===== src/rtl/pipe_pkg.sv =====
// Shared constants and helpers for the elastic pipeline register chain.
package pipe_pkg;

    localparam int MIN_DEPTH = 1;

    // Width of a counter able to hold 0..depth inclusive.
    function automatic int occ_w(input int depth);
        return $clog2(depth + 1);
    endfunction

endpackage


===== src/rtl/pipe_stage.sv =====
// One valid/data register pair of the elastic chain; data only captures valid payloads.
module pipe_stage
    import pipe_pkg::*;
#(
    parameter int               WIDTH     = 32,
    parameter logic [WIDTH-1:0] RESET_VAL = '0
) (
    input  logic             clk,
    input  logic             reset,
    input  logic             flush,
    input  logic             load,
    input  logic             v_in,
    input  logic [WIDTH-1:0] d_in,
    output logic             v,
    output logic [WIDTH-1:0] d
);

    // Stage register: reset beats flush, flush kills validity but keeps data.
    always_ff @(posedge clk) begin
        if (reset) begin
            v <= 1'b0;
            d <= RESET_VAL;
        end else if (flush) begin
            v <= 1'b0;
        end else if (load) begin
            v <= v_in;
            if (v_in) begin
                d <= d_in;
            end
        end
    end

endmodule


===== src/rtl/pipe_reg_chain.sv =====
// Elastic DEPTH-stage valid/ready pipeline with bubble collapsing and synchronous flush.
// Define PIPE_OCCUPANCY_EN to add the registered occupancy output.
module pipe_reg_chain
    import pipe_pkg::*;
#(
    parameter int               WIDTH     = 32,
    parameter int               DEPTH     = 2,
    parameter logic [WIDTH-1:0] RESET_VAL = '0
) (
    input  logic                      clk,
    input  logic                      reset,
    input  logic                      flush,
    input  logic                      in_valid,
    output logic                      in_ready,
    input  logic [WIDTH-1:0]          in_data,
    output logic                      out_valid,
    input  logic                      out_ready,
    output logic [WIDTH-1:0]          out_data
`ifdef PIPE_OCCUPANCY_EN
    ,
    output logic [occ_w(DEPTH)-1:0]   occupancy
`endif
);

    if (DEPTH < MIN_DEPTH) begin : g_bad_depth
        $error("pipe_reg_chain: DEPTH must be at least 1");
    end

    // Index k of the chains is the input of stage k; index k+1 is its output.
    logic [DEPTH:0]   vch_s;
    logic [WIDTH-1:0] dch_s [DEPTH+1];
    logic [DEPTH-1:0] rdy_s;
    logic             full_acc_s;

    assign vch_s[0] = in_valid & ~flush;
    assign dch_s[0] = in_data;

    for (genvar k = 0; k < DEPTH; k++) begin : g_stage
        pipe_stage #(
            .WIDTH     (WIDTH),
            .RESET_VAL (RESET_VAL)
        ) u_stage (
            .clk   (clk),
            .reset (reset),
            .flush (flush),
            .load  (rdy_s[k]),
            .v_in  (vch_s[k]),
            .d_in  (dch_s[k]),
            .v     (vch_s[k+1]),
            .d     (dch_s[k+1])
        );
    end

    // Stage k may load unless it and every stage downstream are full while the sink stalls.
    always_comb begin
        rdy_s      = {DEPTH{1'b0}};
        full_acc_s = 1'b1;
        for (int k = DEPTH - 1; k >= 0; k--) begin
            full_acc_s = full_acc_s & vch_s[k+1];
            rdy_s[k]   = ~full_acc_s | out_ready;
        end
    end

    assign in_ready  = rdy_s[0] & ~flush;
    assign out_valid = vch_s[DEPTH];
    assign out_data  = dch_s[DEPTH];

`ifdef PIPE_OCCUPANCY_EN
    localparam int OCC_W = occ_w(DEPTH);

    logic [OCC_W-1:0] occ_nxt_s;
    logic [OCC_W-1:0] occ_r;

    // Count the valid bits each stage will hold after this edge (flush/reset handled below).
    always_comb begin
        occ_nxt_s = {OCC_W{1'b0}};
        for (int k = 0; k < DEPTH; k++) begin
            if (rdy_s[k]) begin
                occ_nxt_s = occ_nxt_s + OCC_W'(vch_s[k]);
            end else begin
                occ_nxt_s = occ_nxt_s + OCC_W'(vch_s[k+1]);
            end
        end
    end

    // Occupancy register tracks the next-state valid count.
    always_ff @(posedge clk) begin
        if (reset) begin
            occ_r <= {OCC_W{1'b0}};
        end else if (flush) begin
            occ_r <= {OCC_W{1'b0}};
        end else begin
            occ_r <= occ_nxt_s;
        end
    end

    assign occupancy = occ_r;
`else
    // Without the occupancy option the chain carries no counter logic.
`endif

endmodule


===== config.mk =====
export PLATFORM = sky130hd
export DESIGN_NAME = pipe_reg_chain
export DESIGN_NICKNAME = d
export VERILOG_FILES = /design/src/rtl/pipe_pkg.sv /design/src/rtl/pipe_stage.sv /design/src/rtl/pipe_reg_chain.sv
export SDC_FILE = /design/constraint.sdc
export NUM_CORES = 1
export LEC_CHECK = 0
export ABC_AREA = 1
export BUFFER_PORTS_ARGS = -buffer_cell sky130_fd_sc_hd__buf_2
export CORE_MARGIN = 5
export CORE_UTILIZATION = 56
export CTS_CLUSTER_SIZE = 12
export DETAILED_ROUTE_END_ITERATION = 10
export PLACE_DENSITY = 0.88
export SKIP_LAST_GASP = 1
export SLEW_MARGIN = 20
export SYNTH_ARGS = -nofsm -noshare
export SYNTH_HDL_FRONTEND = slang
export SYNTH_HIERARCHICAL = 1
export SYNTH_SLANG_ARGS = --single-unit
export TNS_END_PERCENT = 50

===== constraint.sdc =====
create_clock -name clk -period 3.6 [get_ports clk]
set_input_delay 0.36 -clock clk [delete_from_list [all_inputs] [get_ports clk]]
set_output_delay 0.36 -clock clk [all_outputs]
set_load 0.02 [all_outputs]

==> impl_results.html <==
<table>
<tr><th>Metric</th><th>Value</th></tr>
<tr><th colspan="2">Status</th></tr>
<tr><td>Result of the run</td><td>finished clean</td></tr>
<tr><th colspan="2">Layout</th></tr>
<tr><td>Leading cell types in the layout, fill and taps excluded</td><td>nand2_1, nor2_1, inv_1, buf_2, dfxtp_1</td></tr>
<tr><td>Nets</td><td>528</td></tr>
<tr><td>Number of inserted filler cells in the final layout</td><td>415</td></tr>
<tr><td>Inserted Diodes</td><td>0</td></tr>
<tr><td>Post-route non-filler standard cell count</td><td>563</td></tr>
<tr><td>Final core occ</td><td>between 60% and 70%</td></tr>
<tr><td>Area growth syn-to-layout</td><td>18.51%</td></tr>
<tr><td>Fraction of layout cells with a size suffix above 1</td><td>~17%</td></tr>
<tr><td>Most common cell after layout, fill and taps aside</td><td>nand2_1</td></tr>
<tr><th colspan="2">STA</th></tr>
<tr><td>Worst clock skew</td><td>0.008374 ns</td></tr>
<tr><td>Number of hold violations in the final report</td><td>0</td></tr>
<tr><td>Unrepaired setup endpoints after global routing</td><td>no</td></tr>
<tr><td>Sum of negative setup slack</td><td>0 ns</td></tr>
<tr><td>Minimum clock period after layout</td><td>roughly 1.6 ns</td></tr>
<tr><td>Worst-Margin Slew</td><td>~1.0 ns</td></tr>
<tr><td>Worst slew margin</td><td>between 30 and 40%</td></tr>
<tr><td>Max Fclk</td><td>between 600 and 700 MHz</td></tr>
<tr><td>Minimum setup slack in the final design</td><td>roughly 2.0 ns</td></tr>
<tr><td>Max-slew violation total from the final report</td><td>0</td></tr>
<tr><td>Share of the clock period used by the worst path after layout</td><td>45.54%</td></tr>
<tr><td>Count of endpoints failing setup in the final report</td><td>0</td></tr>
<tr><th colspan="2">Worst setup path</th></tr>
<tr><td>Endpoint of the lowest-slack register-to-register path</td><td>g_stage[0].u_stage/d[0]</td></tr>
<tr><td>Most frequent cell on the critical path</td><td>nand2_1</td></tr>
<tr><td>R2R Path Start</td><td>g_stage[0].u_stage/v</td></tr>
<tr><td>Depth of the worst register-to-register path</td><td>7</td></tr>
<tr><td>CP startpoint kind</td><td>register</td></tr>
<tr><td>Data arrival, critical path</td><td>1.90 ns</td></tr>
<tr><td>Crit path required time</td><td>around 3.9 ns</td></tr>
<tr><td>Endpoint class of the critical path</td><td>register</td></tr>
<tr><td>Critical-path maximum fanout</td><td>64</td></tr>
<tr><td>Cell at the slowest stage of the critical path</td><td>nand3_4</td></tr>
<tr><td>Crit path largest cell delay</td><td>roughly 0.5 ns</td></tr>
<tr><td>Cell chain of the critical path</td><td>nand2_1 &gt; nor2_2 &gt; inv_1 &gt; nand3_4 &gt; nand2_1 &gt; nand2_1 &gt; nor2_1</td></tr>
<tr><td>Category of the most critical setup path</td><td>reg2reg</td></tr>
<tr><td>Delay-heaviest family, CP</td><td>simple AND/OR/NAND/NOR gates</td></tr>
<tr><td>Worst R2R Setup Slack</td><td>approximately 2.0 ns</td></tr>
<tr><td>WP buf/inv</td><td>1</td></tr>
<tr><th colspan="2">CTS</th></tr>
<tr><td>Deepest clock path buffer count</td><td>2</td></tr>
<tr><td>CTS hold repair buffers</td><td>0</td></tr>
<tr><td>Inserted Clock Buffers</td><td>9</td></tr>
<tr><td>Number of cells upsized or downsized after cts</td><td>0</td></tr>
<tr><td>Clock transition at path regs</td><td>approximately 0.07 ns</td></tr>
<tr><td>TritonCTS clock tree</td><td>done</td></tr>
<tr><td>Clk sinks</td><td>66</td></tr>
<tr><td>Number of levels the H-tree was split into</td><td>3</td></tr>
<tr><td>CTS Root Buffer Type</td><td>clkbuf_8</td></tr>
<tr><td>Post-CTS Repair Setup Buffers</td><td>0</td></tr>
<tr><td>Insertion delay of the later-clocked pin in the worst-skew pair</td><td>0.33 ns</td></tr>
<tr><th colspan="2">Hold path</th></tr>
<tr><td>Hold_sp</td><td>in_data[12]</td></tr>
<tr><td>Worst min-delay path endpoint</td><td>g_stage[0].u_stage/d[12]</td></tr>
<tr><td>Hold WC Path Type</td><td>in2reg</td></tr>
<tr><td>Hold Path Cell Cnt</td><td>3</td></tr>
<tr><th colspan="2">Power and ir drop</th></tr>
<tr><td>Overall power consumption</td><td>approximately 1500 uW</td></tr>
<tr><td>Worst IR Drop VDD</td><td>0.0002987 V</td></tr>
<tr><td>Static Leakage</td><td>around 0.0020 uW</td></tr>
<tr><td>Power per Cell Area</td><td>roughly 460 nW/um^2</td></tr>
<tr><th colspan="2">Drt</th></tr>
<tr><td>Vias per cell</td><td>4.309</td></tr>
<tr><td>DR iter-0 viols</td><td>between 100 and 150</td></tr>
<tr><td>Length of the first detailed-routing pass in iterations</td><td>4</td></tr>
<tr><td>Antenna Nets Post-Route</td><td>0</td></tr>
<tr><td>Detailed Route WL</td><td>5566 um</td></tr>
<tr><td>Residual DRC count</td><td>0</td></tr>
<tr><td>WL/cell</td><td>between 9 and 10 um</td></tr>
<tr><td>Via count</td><td>around 2.4k</td></tr>
<tr><th colspan="2">Placed design</th></tr>
<tr><td>Setup slack after placement</td><td>1.905 ns</td></tr>
<tr><td>Input/output buffers</td><td>70</td></tr>
<tr><td>Half-perimeter wire length after detailed placement</td><td>between 3000 and 4000 um</td></tr>
<tr><td>Routability Congestion</td><td>0.7189</td></tr>
<tr><td>Placed instance count</td><td>547</td></tr>
<tr><th colspan="2">Synthesis</th></tr>
<tr><td>Post-synthesis instance total</td><td>roughly 430</td></tr>
<tr><td>Combined area of all synthesized cells</td><td>about 2800 um^2</td></tr>
<tr><td>Yosys cell types</td><td>11</td></tr>
<tr><td>Sequential-to-total area share from yosys stat</td><td>roughly 48%</td></tr>
<tr><td>Avg Inst Size Synth</td><td>about 6.5 um^2</td></tr>
<tr><td>Register bit total from synthesis</td><td>66</td></tr>
<tr><td>Yosys warning count</td><td>6</td></tr>
<tr><td>Synth Net Count</td><td>465</td></tr>
<tr><th colspan="2">Floorplanning</th></tr>
<tr><td>Die Height</td><td>80.27 um</td></tr>
<tr><td>Initial cell density of the core</td><td>58.16%</td></tr>
<tr><td>Full die area</td><td>6443 um^2</td></tr>
<tr><td>Number of rows created at floorplan</td><td>25</td></tr>
<tr><td>Ports</td><td>71</td></tr>
<tr><td>Width of the chip</td><td>roughly 80 um</td></tr>
<tr><td>Core area</td><td>approximately 4800 um^2</td></tr>
<tr><th colspan="2">Global routing</th></tr>
<tr><td>Via count of the first global-routing pass</td><td>2,281</td></tr>
<tr><td>Wire length of the first global-routing pass</td><td>roughly 9500 um</td></tr>
<tr><td>Congestion Overflow GR</td><td>0</td></tr>
<tr><td>Number of antenna violations at the first check in global routing</td><td>0</td></tr>
<tr><td>Maximum number of pins on one net before global-route repair</td><td>between 60 and 70</td></tr>
<tr><td>Overall global routing resource usage</td><td>about a fifth</td></tr>
<tr><th colspan="2">Job</th></tr>
<tr><td>Number of max-cap violations</td><td>0</td></tr>
</table>
where the power goes:
| group | total, uW | internal, uW | switching (uW) |
|---|---|---|---|
| Clock | 615 | 358 | 257 |
| Combinational | 121 | 44.9 | 76.5 |
| Sequential | 771 | 757 | 13.3 |
| Total | 1510 | 1160 | 347 |
worst register-to-register path, cell delays in order, from the launching register on:
cell and delay (ns):
dfxtp_1 0.36, nand2_1 0.10, nor2_2 0.04, inv_1 0.11, nand3_4 0.50, nand2_1 0.27, nand2_1 0.07, nor2_1 0.11
metrics by stage:
| step | cell area (um^2) | hold slack (ns) |
|---|---|---|
| after floorplan | 2765 | 0.4539 |
| after global placement | 3079 | 0.4615 |
| after detailed placement | 3079 | 0.4701 |
| after CTS | 3277 | 0.2415 |
| after global routing | 3277 | 0.2453 |
| final | 3277 | 0.2533 |
cells by family after synthesis:
group	count (synthesis)	synth area share, %
AOI/OAI and AO/OA	2	0.3620
and+or+nand+nor	269	37.60
buffers and inverters	91	14.25
DFF	66	47.78
how the worst max path moves through the flow:
stage,depth (start not counted),slack (ns),end,startpoint
floorplan,7,2.35,g_stage[0].u_stage/d[0],g_stage[1].u_stage/v
global placement,6,1.94,g_stage[1].u_stage/d[6],out_ready
detailed placement,5,1.90,g_stage[0].u_stage/d[4],flush
CTS,7,1.97,g_stage[0].u_stage/d[0],g_stage[0].u_stage/v
global route,7,1.73,g_stage[0].u_stage/d[0],g_stage[0].u_stage/v
finish,7,1.96,g_stage[0].u_stage/d[0],g_stage[0].u_stage/v
layer usage:
metal / global-route usage (%) / routed length (um) / share of wire, % / vias to the layer above
met5: 0 / 0 / 0 / -
met4: 8.615 / 78 / 1.4 / 0
met3: 4.148 / 284 / 5.1 / 6
met2: 31.87 / 2752 / 49 / 59
met1: 22.04 / 2449 / 44 / 1032
li1: - / - / - / 1329
area by class of cell:
class	count	area, um^2	share of cell area, %
timing repair buffer	70	350.3	10.69
clock inverter	2	35.03	1.069
multi-input combinational	271	1050	32.04
tap	67	83.83	2.558
clock buffer	14	162.7	4.964
sequential	66	1321	40.32
inverter	73	274.0	8.362
cell usage after synthesis:
master	count	area share, %
a21oi_1	2	0.36
buf_1	2	0.27
buf_2	6	1.1
buf_6	6	2.4
clkbuf_1	4	0.54
dfxtp_1	66	48
inv_1	73	9.9
nand2_1	136	18
nand3_4	2	1.3
nor2_1	130	18
nor2_2	1	0.23
flip-flops by register name, indices dropped and copies added (netlist names):
register and cells:
g_stage.u_stage/d 64, g_stage.u_stage/v 2
No activity file was read; power rests on OpenSTA's default activity.
